`config.mk`:
```
export PLATFORM = sky130hd
export DESIGN_NAME = hc595_rx
export DESIGN_NICKNAME = d
export VERILOG_FILES = /design/src/rtl/hc595_pkg.sv /design/src/rtl/hc595_rx_seg7_decode.sv /design/src/rtl/hc595_rx.sv
export SDC_FILE = /design/constraint.sdc
export NUM_CORES = 1
export LEC_CHECK = 0
export ABC_CLOCK_PERIOD_IN_PS = 4400
export CAP_MARGIN = 0
export CELL_PAD_IN_SITES_DETAIL_PLACEMENT = 0
export CELL_PAD_IN_SITES_GLOBAL_PLACEMENT = 1
export CORE_UTILIZATION = 43
export DETAILED_ROUTE_END_ITERATION = 10
export GPL_TIMING_DRIVEN = 0
export PLACE_DENSITY = 0.81
export SLEW_MARGIN = 40
export SYNTH_ARGS = -nofsm -noshare
export SYNTH_HDL_FRONTEND = slang
export SYNTH_SLANG_ARGS = --single-unit
```
`constraint.sdc`:
```
create_clock -name clk -period 4.4 [get_ports clk]
set_input_delay 0.88 -clock clk [delete_from_list [all_inputs] [get_ports clk]]
set_output_delay 0.88 -clock clk [all_outputs]
set_load 0.02 [all_outputs]
```
`src/rtl/hc595_pkg.sv`:
```
// Shared definitions for the 74HC595 driver and receiver.
// Frame layout, glyph table and display geometry.
package hc595_pkg;

    localparam int FRAME_BITS_DEF = 16;
    localparam int DIGITS         = 8;
    localparam int NIB_W          = 4;
    localparam int SEG_W          = 7;
    localparam int SEL_W          = 8;

    // Bit positions of one frame: pad at 15, seg at [14:8], sel at [7:0].
    typedef struct packed {
        logic             pad;
        logic [SEG_W-1:0] seg;
        logic [SEL_W-1:0] sel;
    } frame_t;

    // Active-low gfedcba pattern for each hex digit.
    function automatic logic [SEG_W-1:0] glyph(input logic [NIB_W-1:0] n);
        logic [SEG_W-1:0] g;
        unique case (n)
            4'h0: g = 7'h40;
            4'h1: g = 7'h79;
            4'h2: g = 7'h24;
            4'h3: g = 7'h30;
            4'h4: g = 7'h19;
            4'h5: g = 7'h12;
            4'h6: g = 7'h02;
            4'h7: g = 7'h78;
            4'h8: g = 7'h00;
            4'h9: g = 7'h10;
            4'hA: g = 7'h08;
            4'hB: g = 7'h03;
            4'hC: g = 7'h46;
            4'hD: g = 7'h21;
            4'hE: g = 7'h06;
            4'hF: g = 7'h0E;
        endcase
        return g;
    endfunction

endpackage

```
`src/rtl/hc595_rx_seg7_decode.sv`:
```
// Reverse glyph lookup: segment pattern to hex nibble.
// hit is low when the pattern is not one of the 16 glyphs.
module seg7_decode
    import hc595_pkg::*;
(
    input  logic [SEG_W-1:0] seg,
    output logic [NIB_W-1:0] nib,
    output logic             hit
);

    // Search the glyph table for a matching pattern.
    always_comb begin
        nib = '0;
        hit = 1'b0;
        for (int i = 0; i < 16; i++) begin
            if (seg == glyph(NIB_W'(i))) begin
                nib = NIB_W'(i);
                hit = 1'b1;
            end
        end
    end

endmodule

```
`src/rtl/hc595_rx.sv`:
```
// Sniffs the serial 595 bus, rebuilds frames and the
// 8-digit hex value shown on the multiplexed display.
module hc595_rx
    import hc595_pkg::*;
#(
    parameter int FRAME_BITS  = FRAME_BITS_DEF,
    parameter int SYNC_STAGES = 2
) (
    input  logic                  clk,
    input  logic                  reset_n,
    input  logic                  sh_cp,
    input  logic                  st_cp,
    input  logic                  ds,
    output logic [FRAME_BITS-1:0] par_data,
    output logic                  par_valid,
    output logic                  frame_err,
    output logic [31:0]           disp_data,
    output logic                  disp_valid,
    output logic                  decode_err
);

    localparam int CW = $clog2(FRAME_BITS + 2);
    localparam logic [CW-1:0] CNT_FULL = CW'(FRAME_BITS);
    localparam logic [CW-1:0] CNT_MAX  = CW'(FRAME_BITS + 1);
    localparam logic [2:0]    ARM_DONE = 3'(SYNC_STAGES + 1);

    logic [SYNC_STAGES-1:0] sh_sync;
    logic [SYNC_STAGES-1:0] st_sync;
    logic [SYNC_STAGES-1:0] ds_sync;
    logic                   sh_hist;
    logic                   st_hist;
    logic [2:0]             arm_cnt;
    logic                   armed;
    logic                   sh_rise;
    logic                   st_rise;
    logic                   ds_s;

    logic [FRAME_BITS-1:0]  shreg;
    logic [CW-1:0]          bit_cnt;

    frame_t                 frame;
    logic [NIB_W-1:0]       nib;
    logic                   hit;
    logic                   sel_ok;
    logic                   dec_ok;
    logic [DIGITS-1:0]      seen;
    logic [DIGITS-1:0]      seen_next;
    logic [31:0]            disp_next;

    // Edges are only trusted once the whole history was filled after reset.
    assign armed   = (arm_cnt == ARM_DONE);
    assign ds_s    = ds_sync[SYNC_STAGES-1];
    assign sh_rise = armed & sh_sync[SYNC_STAGES-1] & ~sh_hist;
    assign st_rise = armed & st_sync[SYNC_STAGES-1] & ~st_hist;

    // Synchronizers, edge history and post-reset arming counter.
    always_ff @(posedge clk) begin
        if (!reset_n) begin
            sh_sync <= '0;
            st_sync <= '0;
            ds_sync <= '0;
            sh_hist <= 1'b0;
            st_hist <= 1'b0;
            arm_cnt <= '0;
        end else begin
            sh_sync <= {sh_sync[SYNC_STAGES-2:0], sh_cp};
            st_sync <= {st_sync[SYNC_STAGES-2:0], st_cp};
            ds_sync <= {ds_sync[SYNC_STAGES-2:0], ds};
            sh_hist <= sh_sync[SYNC_STAGES-1];
            st_hist <= st_sync[SYNC_STAGES-1];
            if (!armed) arm_cnt <= arm_cnt + 3'd1;
        end
    end

    // Shift register, bit counter and storage latch with 595 semantics.
    always_ff @(posedge clk) begin
        if (!reset_n) begin
            shreg     <= '0;
            bit_cnt   <= '0;
            par_data  <= '0;
            par_valid <= 1'b0;
            frame_err <= 1'b0;
        end else begin
            par_valid <= st_rise;
            frame_err <= st_rise && (bit_cnt != CNT_FULL);
            if (st_rise) par_data <= shreg;
            if (sh_rise) shreg <= {shreg[FRAME_BITS-2:0], ds_s};
            if (st_rise) begin
                bit_cnt <= sh_rise ? CW'(1) : '0;
            end else if (sh_rise && bit_cnt != CNT_MAX) begin
                bit_cnt <= bit_cnt + CW'(1);
            end
        end
    end

    assign frame  = frame_t'(par_data[15:0]);
    assign sel_ok = (frame.sel != '0) &&
                    ((frame.sel & (frame.sel - SEL_W'(1))) == '0);
    assign dec_ok = hit && sel_ok && !frame_err && !frame.pad;

    seg7_decode u_seg7_decode (
        .seg (frame.seg),
        .nib (nib),
        .hit (hit)
    );

    // Candidate display value and digit coverage for the latched frame.
    always_comb begin
        disp_next = disp_data;
        seen_next = seen | frame.sel;
        for (int i = 0; i < DIGITS; i++) begin
            if (frame.sel[i]) disp_next[NIB_W*i +: NIB_W] = nib;
        end
    end

    // Commit decoded digits and raise completion or error pulses.
    always_ff @(posedge clk) begin
        if (!reset_n) begin
            disp_data  <= '0;
            seen       <= '0;
            disp_valid <= 1'b0;
            decode_err <= 1'b0;
        end else begin
            decode_err <= par_valid && !dec_ok;
            disp_valid <= par_valid && dec_ok && (seen_next == '1);
            if (par_valid && dec_ok) begin
                disp_data <= disp_next;
                seen      <= (seen_next == '1) ? '0 : seen_next;
            end
        end
    end

endmodule

```
==> results of run 1 <==
==> state kept, by name, summed over array words and instances, names as in the netlist <==
signal      cells
bit_cnt         5
sh_hist         1
seen            8
disp_valid      1
par_data       16
arm_cnt         3
ds_sync         2
st_sync         2
sh_sync         2
frame_err       1
decode_err      1
shreg          16
par_valid       1
disp_data      32
st_hist         1
==> how the worst min path moves through the flow <==
stage,from,endpoint,slack [ns]
after floorplan,ds_sync[0]$_SDFF_PN0_,ds_sync[1]$_SDFF_PN0_,0.41
after global placement,st_sync[0]$_SDFF_PN0_,st_sync[1]$_SDFF_PN0_,0.42
after detailed placement,st_sync[0]$_SDFF_PN0_,st_sync[1]$_SDFF_PN0_,0.42
after CTS,st_sync[0]$_SDFF_PN0_,st_sync[1]$_SDFF_PN0_,0.44
after global routing,st_sync[0]$_SDFF_PN0_,st_sync[1]$_SDFF_PN0_,0.45
final,st_sync[0]$_SDFF_PN0_,st_sync[1]$_SDFF_PN0_,0.44
==> layer usage <==
layer | GRT usage | share of wire | up-vias
li1 | - | - | 1581
met5 | 0 | 0 | -
met2 | 0.319 | 0.46 | 65
met1 | 0.269 | 0.49 | 1448
met3 | 0.0327 | 0.036 | 10
met4 | 0.0859 | 0.017 | 0
==> metrics by stage <==
step / cells / util / setup WS, ns / power, uW
after floorplan: 426 / - / 2.28 / 896
after global placement: 587 / 0.532 / 1.85 / 910
after detailed placement: 587 / 0.532 / 1.86 / 912
after CTS: 603 / 0.558 / 1.94 / 1530
after global routing: 603 / 0.558 / 1.75 / 1570
final: 603 / 0.558 / 1.97 / 1520
==> power groups by stage <==
stage,Sequential (uW),Combinational [uW],Clock (uW)
4_1_cts,846,46.9,635
6_report,846,45.9,624
3_5_place_dp,865,46.6,0
2_1_floorplan,864,32.2,0
3_3_place_gp,864,45.8,0
5_1_grt,847,54.3,669
==> cell families (layout without fill, tap and decap cells) <==
family / Yosys count / in the layout
simple gates: 164 / 164
flops: 92 / 92
compound gates: 83 / 83
buf+inv: 49 / 121
mux: 25 / 25
xor+xnor: 7 / 7
fa+ha+maj: 6 / 6
==> cell type report <==
type | instances | area (um2)
Clock inverter | 5 | 85.1
Tap cell | 105 | 131
Inverter | 22 | 82.6
Sequential cell | 92 | 1840
Clock buffer | 11 | 131
Multi-Input combinational cell | 285 | 1690
Fill cell | 765 | 3660
Buffer | 27 | 108
Timing Repair Buffer | 56 | 561
==> synthesized netlist by cell type (3+ instances only) <==
cell	count	area share
nand2_1	97	0.098
dfxtp_1	92	0.49
a21oi_1	38	0.051
mux2i_1	25	0.067
clkbuf_1	23	0.023
inv_1	22	0.022
nor2_1	17	0.017
nand3_1	10	0.013
a21boi_0	9	0.018
a221oi_1	9	0.021
and2_1	8	0.013
nor3_1	6	0.0081
a211oi_1	5	0.010
ha_1	5	0.017
xor2_1	5	0.012
nor4b_1	4	0.0094
o22ai_1	4	0.0067
a2bb2oi_1	3	0.0071
==> flow_summary.json, run 1 <==
{
  "netlist_instances": 426,
  "synth_area_mm2": 0.00373,
  "clkTransAtPathRegs_ns": 0.09,
  "synth-edff-count": 0,
  "clkPwrFrac": 0.412,
  "worstPathCellList": "clkdlybuf4s50_1",
  "cts_resized": 0,
  "synth-compound-area-share": 0.145,
  "r2r-end": "disp_data[3]$_SDFFE_PN0P_",
  "syn_area_per_cell_um2": 8.75,
  "drt_iter0_markers": 127,
  "ff2ff_path_depth": 8,
  "finalNetCount": 503,
  "mostFrequentLayoutCells": "97 x nand2_1, 92 x dfxtp_1, 56 x clkdlybuf4s50_1",
  "hold_depth": 1,
  "grt_pass1_vias": 2815,
  "hpwl_um": 6050,
  "grt.total_usage": 0.201,
  "drive_above_1_share": 0.0522,
  "cp_num_cells": 1,
  "p_leak_uw": 0.00170,
  "h-tree-depth": 3,
  "syn_to_final_growth_pct": 24.4,
  "setup-violations-final": 0,
  "clk_latency_ns": 0.36,
  "yosys.area_share.simple": 0.207,
  "start_util": 0.449,
  "hold_buffers": 0,
  "grt_pass1_wl_um": 14000,
  "io_pins": 57,
  "gp_congestion": 0.833,
  "fin_tns_setup_ns": 0,
  "finalHoldViolCount": 0,
  "critPathTopFamily": "buffers and inverters",
  "vdd_drop_max_mv": 0.165,
  "drt_pre_antenna_iters": 4,
  "finClkSkew_ns": 0.0118,
  "min_path_type": "reg -> reg",
  "cts_tree": "yes",
  "grt_max_degree": 16,
  "slowest_stage": "clkdlybuf4s50_1",
  "synth_top_family_by_area": "simple AND/OR/NAND/NOR gates",
  "tightest_slew_ns": 0.713,
  "crit_fanout": 8,
  "die_y_um": 95.1,
  "cts.sinks": 92,
  "wl_per_cell_um": 14.0,
  "vias": 3104,
  "critPathRequiredTime_ns": 3.52,
  "rrSetupSlack_ns": 2.02,
  "synth_top_flop_cell": "dfxtp_1",
  "antenna_found_initial": 0,
  "overflow": 0,
  "seq_area_frac_synth": 0.494,
  "fp.dieW_um": 95.1,
  "relSlewSlack": 0.521,
  "final_common_cell": "nand2_1",
  "rsz0062_at_grt": "false",
  "ant_nets": 0,
  "cts_buffers": 9,
  "regToRegStartpoint": "par_data[13]$_SDFFE_PN0P_",
  "cp-start-kind": "flop",
  "p_int_uw": 1180,
  "synth-xor-area-share": 0.0165,
  "status": "finished clean",
  "synthesis.nets": 436,
  "critPathMaxStageDelay_ns": 0.68,
  "cts_root_buf": "clkbuf_8",
  "power_switching_uw": 334,
  "ys_ff_latch": 92,
  "fin_crit_sh": 0.553,
  "synthMuxAreaShare": 0.0672,
  "drv_slew": 0,
  "remaining_drc_errors": 0,
  "crit_end": "par_data[0]",
  "crit_buf_inv": 1,
  "port-buffer-count": 56,
  "fmax_mhz": 411,
  "diodes": 0,
  "startpoint": "par_data[0]$_SDFFE_PN0P_",
  "p_sw_frac": 0.220,
  "whs_ns": 0.438,
  "viasPerCell": 5.15,
  "path_class": "reg -> out",
  "synth_cell_types": 49,
  "synth_adder_area_share": 0.0195,
  "placed_cell_area_mm2": 0.00442,
  "endpoint_kind": "primary output",
  "wirelength_um": 8470,
  "pwr-share-comb": 0.030,
  "period_minus_slack_ns": 2.43,
  "power_density_mw_per_mm2": 327,
  "rows": 33,
  "ys_warn_count": 0,
  "cts_buffer_depth": 2,
  "final_area_mm2": 0.00463,
  "max-cap-violations": 0,
  "fp.dieArea_mm2": 0.00904,
  "p_seq_frac": 0.558,
  "coreArea_mm2": 0.00830,
  "crit_arrival_ns": 1.55,
  "postCtsSetupBuffers": 0,
  "async_reset_ff_frac": 0
}
No activity file was read; power rests on OpenSTA's default activity.
==> inputs of run 2 (changes only) <==
- ABC_CLOCK_PERIOD_IN_PS: 4400 -> 2000
- CORE_UTILIZATION: 43 -> 36
- PLACE_DENSITY: 0.81 -> 0.72
- clock period: 4.4 -> 2 ns (I/O delays scaled with it)
==> flow_summary.json, run 2 (synthesis gave the netlist of run 1 again) <==
{
  "drv_slew": 0,
  "finalNetCount": 518,
  "critPathMaxStageDelay_ns": 0.37,
  "grt_pass1_vias": 3063,
  "p_leak_uw": 0.00189,
  "utilization": 0.530,
  "max-cap-violations": 0,
  "largest-register": "disp_data",
  "final_common_cell": "nand2_1",
  "clk_latency_ns": 0.36,
  "diodes": 0,
  "hpwl_um": 6450,
  "cts.sinks": 92,
  "antenna_found_initial": 0,
  "fin_ws_ns": -0.0328,
  "syn_to_final_growth_pct": 40.9,
  "crit_fanout": 6,
  "period_minus_slack_ns": 2.03,
  "critPathTopFamily": "simple AND/OR/NAND/NOR gates",
  "viasPerCell": 5.00,
  "die_y_um": 104,
  "drt_pre_antenna_iters": 5,
  "drive_above_1_share": 0.212,
  "power_switching_uw": 742,
  "path_class": "reg -> reg",
  "grt_pass1_wl_um": 15600,
  "endpoint_kind": "flop",
  "cts_tree": "yes",
  "status": "finished, violations left",
  "finClkSkew_ns": 0.00825,
  "wl_per_cell_um": 14.4,
  "pwr-share-comb": 0.036,
  "worstPathCellList": "nor4_4 > and4b_1 > a211oi_4 > nor3b_4 > buf_12 > buf_6 > nand3_4 > a221oi_2",
  "clkTransAtPathRegs_ns": 0.09,
  "ant_nets": 0,
  "fin_crit_sh": 1.02,
  "p_sw_frac": 0.236,
  "setup-violations-final": 4,
  "min_path_type": "reg -> reg",
  "finalHoldViolCount": 0,
  "relSlewSlack": 0.556,
  "vias": 3230,
  "wirelength_um": 9310,
  "slowest_stage": "dfxtp_4",
  "remaining_drc_errors": 0,
  "start_util": 0.376,
  "p_seq_frac": 0.589,
  "grt_max_degree": 16,
  "cts_root_buf": "clkbuf_8",
  "mostFrequentLayoutCells": "97 x nand2_1, 79 x dfxtp_1, 56 x clkdlybuf4s50_1",
  "crit_arrival_ns": 2.31,
  "p_int_uw": 2410,
  "fp.dieArea_mm2": 0.0108,
  "gp_congestion": 0.778,
  "drt_iter0_markers": 73,
  "coreArea_mm2": 0.00991,
  "fmax_mhz": 492,
  "rows": 36,
  "whs_ns": 0.439,
  "cts_buffers": 9,
  "h-tree-depth": 3,
  "port-buffer-count": 56,
  "clkPwrFrac": 0.375,
  "largest_register_ffs": 32,
  "vdd_drop_max_mv": 0.431,
  "violations": "negative setup slack",
  "rsz0062_at_grt": "true",
  "cp-start-kind": "flop",
  "overflow": 0,
  "io_pins": 57,
  "grt.total_usage": 0.180,
  "hold_buffers": 0,
  "rrSetupSlack_ns": -0.03,
  "cts_buffer_depth": 2,
  "top_regs": "disp_data (32), par_data (16), shreg (16)",
  "power_density_mw_per_mm2": 600,
  "crit_buf_inv": 2,
  "tightest_slew_ns": 0.666,
  "fp.dieW_um": 104,
  "critPathRequiredTime_ns": 2.28
}
==> run 2: worst paths after layout <==
kind                            startpoint                    endpoint  depth (start not counted)
setup / recovery  par_data[3]$_SDFFE_PN0P_  disp_data[23]$_SDFFE_PN0P_                          8
hold / removal       ds_sync[0]$_SDFF_PN0_       ds_sync[1]$_SDFF_PN0_                          1
setup reg to reg  par_data[3]$_SDFFE_PN0P_  disp_data[23]$_SDFFE_PN0P_                          8
hold reg to reg      ds_sync[0]$_SDFF_PN0_       ds_sync[1]$_SDFF_PN0_                          1
==> run 2: final cells by class <==
cell class	count	area, um2
fillers	937	4660
clock inverters	5	35.0
clock buffers	11	151
flip-flops and latches	92	1870
plain buffers	24	170
inverters	22	82.6
repair buffers	74	757
well taps	133	166
multi-input cells	285	2020
==> run 2: repair_timing <==
action,in CTS,in global routing
gates resized for setup,54,36
gates cloned,1,0
setup endpoints to repair,69,63
endpoints found under the hold margin,0,0
pin swaps,8,11
setup buffers,14,3
==> run 2: through the flow <==
stage	total power [uW]	TNS (ns)	setup WS, ns	instance area [um2]	cells
3_5_place_dp	2010	-19.75	-0.398	4570	615
5_1_grt	3290	-2.03	-0.146	5250	646
4_1_cts	3190	-0.181	-0.0353	5130	644
3_3_place_gp	2010	-16.37	-0.325	4570	615
2_1_floorplan	1970	-0.381	-0.0513	3840	426
6_report	3150	-0.0693	-0.0328	5250	646
==> run 2: power by group through the flow <==
stage                     combinational [uW]  sequential [uW]  clock, uW
after CTS                                114             1860       1220
after global placement                   104             1900          0
after detailed placement                 109             1900          0
after floorplan                         71.1             1900          0
final                                    112             1860       1180
after global routing                     129             1860       1300
==> run 2: routing by layer <==
layer,up-vias,track usage,wire (um)
met5,-,0,0
met2,63,0.314,4670
li1,1626,-,-
met3,15,0.0396,320
met4,0,0.0571,153
met1,1526,0.220,4170
